==> src/rtl/mips_run_ctrl_if.sv <==
// Run-controller bus: start/abort/halt requests in, core reset and run status out.
// The master side is the board/top level (or a bench); the slave side is mips_run_ctrl.
interface mips_run_ctrl_if #(
  parameter int unsigned NUM_CORES = 1,
  parameter int unsigned CNT_W     = 16
);
  logic                 start;
  logic                 abort;
  logic [NUM_CORES-1:0] core_halt;
  logic [NUM_CORES-1:0] core_reset;
  logic                 busy;
  logic                 done;
  logic                 timeout;
  logic                 aborted;
  logic [NUM_CORES-1:0] halted_mask;
  logic [CNT_W-1:0]     cycle_count;

  modport master (
    output start, abort, core_halt,
    input  core_reset, busy, done, timeout, aborted, halted_mask, cycle_count
  );

  modport slave (
    input  start, abort, core_halt,
    output core_reset, busy, done, timeout, aborted, halted_mask, cycle_count
  );
endinterface

==> src/rtl/mips_run_ctrl.sv <==
// Run controller for one or more MIPS cores: holds the cores in reset for RST_CYCLES,
// releases them, counts RUN cycles and ends the run on all-halt, abort or (optionally)
// a cycle-budget watchdog.
// Optional feature: define RUN_WATCHDOG_EN to compile in the RUN_CYCLES watchdog.
module mips_run_ctrl #(
  parameter int unsigned NUM_CORES  = 1,
  parameter int unsigned RST_CYCLES = 2,
  parameter int unsigned RUN_CYCLES = 6,
  parameter int unsigned CNT_W      = 16
) (
  input logic           clock,
  input logic           reset,
  mips_run_ctrl_if.slave bus
);

  typedef enum logic [1:0] {StIdle, StReset, StRun, StDone} state_e;

  localparam int unsigned RW = (RST_CYCLES > 1) ? $clog2(RST_CYCLES) : 1;
  localparam logic [RW-1:0]    RstLast = RW'(RST_CYCLES - 1);
  localparam logic [CNT_W-1:0] CntMax  = '1;

  state_e               state_q, state_d;
  logic [RW-1:0]        rst_cnt_q, rst_cnt_d;
  logic [CNT_W-1:0]     cnt_q, cnt_d;
  logic [NUM_CORES-1:0] mask_q, mask_d;
  logic                 timeout_q, timeout_d;
  logic                 aborted_q, aborted_d;
  logic                 wd_expire;

`ifdef RUN_WATCHDOG_EN
  localparam logic [CNT_W-1:0] WdLast = CNT_W'(RUN_CYCLES - 1);
  // Expire on the edge where the count would step up to RUN_CYCLES.
  assign wd_expire = (cnt_q == WdLast);
`else
  logic unused_run_cycles;
  assign unused_run_cycles = (RUN_CYCLES == 0);
  assign wd_expire = 1'b0;
`endif

  // State and status registers; async reset forces every output to its idle value.
  always_ff @(posedge clock or posedge reset) begin
    if (reset) begin
      state_q   <= StIdle;
      rst_cnt_q <= '0;
      cnt_q     <= '0;
      mask_q    <= '0;
      timeout_q <= 1'b0;
      aborted_q <= 1'b0;
    end else begin
      state_q   <= state_d;
      rst_cnt_q <= rst_cnt_d;
      cnt_q     <= cnt_d;
      mask_q    <= mask_d;
      timeout_q <= timeout_d;
      aborted_q <= aborted_d;
    end
  end

  // Next-state and status update; RUN exit priority is abort, then all-halt, then watchdog.
  always_comb begin
    state_d   = state_q;
    rst_cnt_d = rst_cnt_q;
    cnt_d     = cnt_q;
    mask_d    = mask_q;
    timeout_d = timeout_q;
    aborted_d = aborted_q;

    unique case (state_q)
      StIdle, StDone: begin
        if (bus.start) begin
          state_d   = StReset;
          rst_cnt_d = '0;
          cnt_d     = '0;
          mask_d    = '0;
          timeout_d = 1'b0;
          aborted_d = 1'b0;
        end
      end
      StReset: begin
        if (bus.abort) begin
          state_d   = StDone;
          aborted_d = 1'b1;
        end else if (rst_cnt_q == RstLast) begin
          state_d = StRun;
        end else begin
          rst_cnt_d = rst_cnt_q + 1'b1;
        end
      end
      StRun: begin
        // Count and halt flags advance on every RUN edge, including the exit edge.
        cnt_d  = (cnt_q == CntMax) ? cnt_q : cnt_q + 1'b1;
        mask_d = mask_q | bus.core_halt;
        if (bus.abort) begin
          state_d   = StDone;
          aborted_d = 1'b1;
        end else if (&(mask_q | bus.core_halt)) begin
          state_d = StDone;
        end else if (wd_expire) begin
          state_d   = StDone;
          timeout_d = 1'b1;
        end
      end
      default: state_d = StIdle;
    endcase
  end

  // All outputs are flop outputs or decodes of the state register only.
  assign bus.core_reset  = {NUM_CORES{state_q == StRun}};
  assign bus.busy        = (state_q == StReset) || (state_q == StRun);
  assign bus.done        = (state_q == StDone);
  assign bus.timeout     = timeout_q;
  assign bus.aborted     = aborted_q;
  assign bus.halted_mask = mask_q;
  assign bus.cycle_count = cnt_q;

endmodule

==> src/flat_wrapper.sv <==
// flat-port wrapper written by rule: the top's interface ports become plain ports
module mips_run_ctrl_flat 
#(
  parameter int unsigned NUM_CORES  = 1,
  parameter int unsigned RST_CYCLES = 2,
  parameter int unsigned RUN_CYCLES = 6,
  parameter int unsigned CNT_W      = 16
)
  (clock, reset, bus_start, bus_abort, bus_core_halt, bus_core_reset, bus_busy, bus_done, bus_timeout, bus_aborted, bus_halted_mask, bus_cycle_count);
  mips_run_ctrl_if #(.NUM_CORES(NUM_CORES), .CNT_W(CNT_W)) bus_i ();
  input logic clock;
  input logic reset;
  input wire logic [$bits(bus_i.start)-1:0] bus_start;
  input wire logic [$bits(bus_i.abort)-1:0] bus_abort;
  input wire logic [$bits(bus_i.core_halt)-1:0] bus_core_halt;
  output wire logic [$bits(bus_i.core_reset)-1:0] bus_core_reset;
  output wire logic [$bits(bus_i.busy)-1:0] bus_busy;
  output wire logic [$bits(bus_i.done)-1:0] bus_done;
  output wire logic [$bits(bus_i.timeout)-1:0] bus_timeout;
  output wire logic [$bits(bus_i.aborted)-1:0] bus_aborted;
  output wire logic [$bits(bus_i.halted_mask)-1:0] bus_halted_mask;
  output wire logic [$bits(bus_i.cycle_count)-1:0] bus_cycle_count;
  assign bus_i.start = bus_start;
  assign bus_i.abort = bus_abort;
  assign bus_i.core_halt = bus_core_halt;
  assign bus_core_reset = bus_i.core_reset;
  assign bus_busy = bus_i.busy;
  assign bus_done = bus_i.done;
  assign bus_timeout = bus_i.timeout;
  assign bus_aborted = bus_i.aborted;
  assign bus_halted_mask = bus_i.halted_mask;
  assign bus_cycle_count = bus_i.cycle_count;
  mips_run_ctrl #(.NUM_CORES(NUM_CORES), .RST_CYCLES(RST_CYCLES), .RUN_CYCLES(RUN_CYCLES), .CNT_W(CNT_W)) u_core (.clock(clock), .reset(reset), .bus(bus_i));
endmodule
==> config.mk <==
export PLATFORM = sky130hd
export DESIGN_NAME = mips_run_ctrl_flat
export DESIGN_NICKNAME = d
export VERILOG_FILES = /design/src/rtl/mips_run_ctrl_if.sv /design/src/rtl/mips_run_ctrl.sv /design/src/flat_wrapper.sv
export SDC_FILE = /design/constraint.sdc
export NUM_CORES = 1
export LEC_CHECK = 0
export CAP_MARGIN = 20
export CORE_MARGIN = 2
export CORE_UTILIZATION = 40
export CTS_CLUSTER_SIZE = 30
export DETAILED_ROUTE_END_ITERATION = 12
export PLACE_DENSITY = 0.65
export SLEW_MARGIN = 5
export SYNTH_ARGS = -nofsm -noshare
export SYNTH_HDL_FRONTEND = slang
export SYNTH_SLANG_ARGS = --single-unit
==> constraint.sdc <==
create_clock -name clock -period 4.2 [get_ports clock]
set_input_delay 0.63 -clock clock [delete_from_list [all_inputs] [get_ports clock]]
set_output_delay 0.63 -clock clock [all_outputs]
set_load 0.05 [all_outputs]
==> results.ini <==
[clock_tree]
clk_latency_ps = 310
cts_setup_buffers = 0
cts_tree = yes
hold_buffers = 0
cts_buffers = 3
cts.sinks = 21
clk_pin_slew_ps = 120
ctsResizeCount = 0
clockBufferDepth = 2
ctsHtreeMaxLevel = 1
root_buffer = clkbuf_4

[setup_path]
critical_path.max_stage_delay_ps = 890
end_kind = output port
worstPathMaxFanout = 12
critical_path.slowest_cell = clkdlybuf4s50_1
crit_arrival_ps = 2130
path_cells = inv_1 > ha_1 > clkdlybuf4s50_1
start_kind = register
crit_required_ps = 3570
criticalPathCategory = reg -> out

[power]
pwr-share-clk = 0.110
p_sw_frac = 0.510
p_leak_nw = 0.604
power.internal_mw = 0.448
pwr-share-seq = 0.308
combPwrFrac = 0.582
ir_worst_vdd_uv = 458
p_per_area_mw_per_mm2 = 612
p_switching_mw = 0.466

[final_layout]
fin_util = 0.532
fillers = 268
antennaDiodeCount = 0
areaGrowthSynthToFinish_pct = 23.2
final_layout_size_suffix_gt1_frac = 0.0629
nNetsFinal = 169

[timing]
finClkSkew_ps = 4.62
tightest_slew_ps = 1050
hold_violations = 0
grt_setup_unrepaired = false
relSlewSlack = 0.291
period_minus_slack_ps = 2760
layout_setup_ws_ps = 1440
setup_viol = 0
finalMaxSlewViolations = 0
fin_tns_setup_ps = 0
fin_crit_sh = 0.658
whs_ps = 536
max_clock_freq_mhz = 362

[logic_synthesis]
seq_area_frac_synth = 0.434
synth.area.top_cells = dfrtp_1 (43%), a31oi_1 (5.2%), a21oi_1 (4.5%)
syn_area_per_cell_um2 = 8.91
synth_seq_cells = 21
ys.warnings.count = 0
ys.flop_type = dfrtp_1
syn-num-nets = 145
synth_cell_types = 37
yosysTopAreaCell = dfrtp_1
syn_inst = 136
synthArstFlopShare = 1.00
synth_edf_count = 0
syn-cell-area_mm2 = 0.00121
synth_top_area_share = 0.434

[grt]
busiest_layer = met2
grt-ovfl-total = 0
antenna_found_initial = 0
grt_max_degree = 22
grtUsageTotal = 0.187
use_met3 = 0.0328
use_met1 = 0.259
grt_pass1_wl_mm = 5.00
use_met2 = 0.294
grt_pass1_vias = 1088

[detailed_routing]
dr_total_vias = 1140
drt_iter0_markers = 79
drt_pass1_iterations = 5
routed_via_density = 6.00
ant_nets = 0
drc = 0
drt-total-wl_mm = 2.97
detail_route.wl_per_cell_um = 15.6

[die]
start_util = 0.432
rows = 19
coreArea_mm2 = 0.00281
ios = 27
die-height_um = 59.0
die_area_mm2 = 0.00348
dieWidth_um = 59.0

[job]
cap_violations = 0

[place]
place_hpwl_mm = 2.16
io_buffers = 25
post-place-ws_ps = 1640
finalWeightedCongestion = 0.829

[run_status]
status = completed

[worst_hold_path]
hold_class = reg -> reg

==> power by group through the flow <==
stage               Sequential [mW]  Combinational (mW)  Clock, mW
floorplan                     0.351               0.324          0
global placement              0.283               0.523          0
detailed placement            0.284               0.530          0
CTS                           0.281               0.531      0.102
global route                  0.289               0.576      0.110
finish                        0.281               0.532      0.101
==> layout make-up <==
class,instances,area (um2),area share
clock buffers,4,26.3,0.0176
repair buffers,25,250,0.168
multi-input cells,98,611,0.409
well taps,31,38.8,0.0260
flip-flops and latches,21,526,0.352
inverters,11,41.3,0.0277
==> state kept, by name, summed over array words and instances (netlist names) <==
signal / flops
u_core.state_q: 2
u_core.bus.halted_mask: 1
u_core.bus.aborted: 1
u_core.bus.cycle_count: 16
u_core.rst_cnt_q: 1
==> cell usage after synthesis, types with 2 or more instances <==
library cell,instances
dfrtp_1,21
o21ai_0,9
o31ai_1,3
buf_4,2
nor2_1,8
a21oi_1,11
or3_1,2
nand2_1,9
nor4_2,2
a31oi_1,10
buf_2,3
a22o_1,2
o21ai_1,3
nand4_1,5
inv_1,11
ha_1,4
nand3_1,11
==> critical path: cells and delay by family (launching register included) <==
family	cells	cell delay, ps
DFF	1	440
adders and majority gates	1	410
buffers and inverters	2	960
==> logic make-up after synthesis <==
kind of cell,Yosys count,share of synthesized area
AOI/OAI and AO/OA,44,0.226
xor gates and xnor gates,1,0.00723
adders and majority gates,4,0.0413
buffers and inverters,17,0.0620
DFF,21,0.434
muxes,2,0.0176
other,1,0.00310
and+or+nand+nor,46,0.209
==> worst paths after layout <==
check,from,end,slack [ps],cells past startpoint
worst min-delay path,u_core.bus.cycle_count[13],u_core.bus.cycle_count[13],540,1
worst max register to register,u_core.state_q[0],u_core.bus.cycle_count[5],1690,6
worst min register to register,u_core.bus.cycle_count[13],u_core.bus.cycle_count[13],540,1
max in group asynchronous,reset,u_core.bus.cycle_count[12],2940,2
worst max-delay path,u_core.state_q[0],bus_core_reset,1440,3
min in group asynchronous,reset,u_core.bus.cycle_count[4],760,2
==> metal layers <==
layer	vias to the layer above	share of wire
li1	549	-
met1	553	0.48
met2	34	0.46
met3	4	0.041
met4	0	0.010
met5	-	0
==> placed cells by master (no fill, tap or decap), drive strengths merged <==
master,count
clkdlybuf4s50,25
dfrtp,21
o21ai,12
nand3,11
inv,11
a21oi,11
a31oi,10
nand2,9
nor2,9
nand4,6
ha,4
clkbuf,4
o31ai,3
nor4,2
or3,2
a22o,2
o41ai,2
nand2b,1
and4,1
and3,1
mux2i,1
or4,1
o32ai,1
and2,1
or2,1
mux2,1
xnor2,1
o221ai,1
o22ai,1
a211oi,1
nor3,1
conb,1
==> stage by stage <==
step                instance area [um2]  total power [mW]  std cells
floorplan                          1210             0.676        136
global placement                   1470             0.806        186
detailed placement                 1470             0.814        186
CTS                                1490             0.915        190
global route                       1490             0.975        190
finish                             1490             0.914        190
Note: power is estimated with default switching activity, not from simulation.
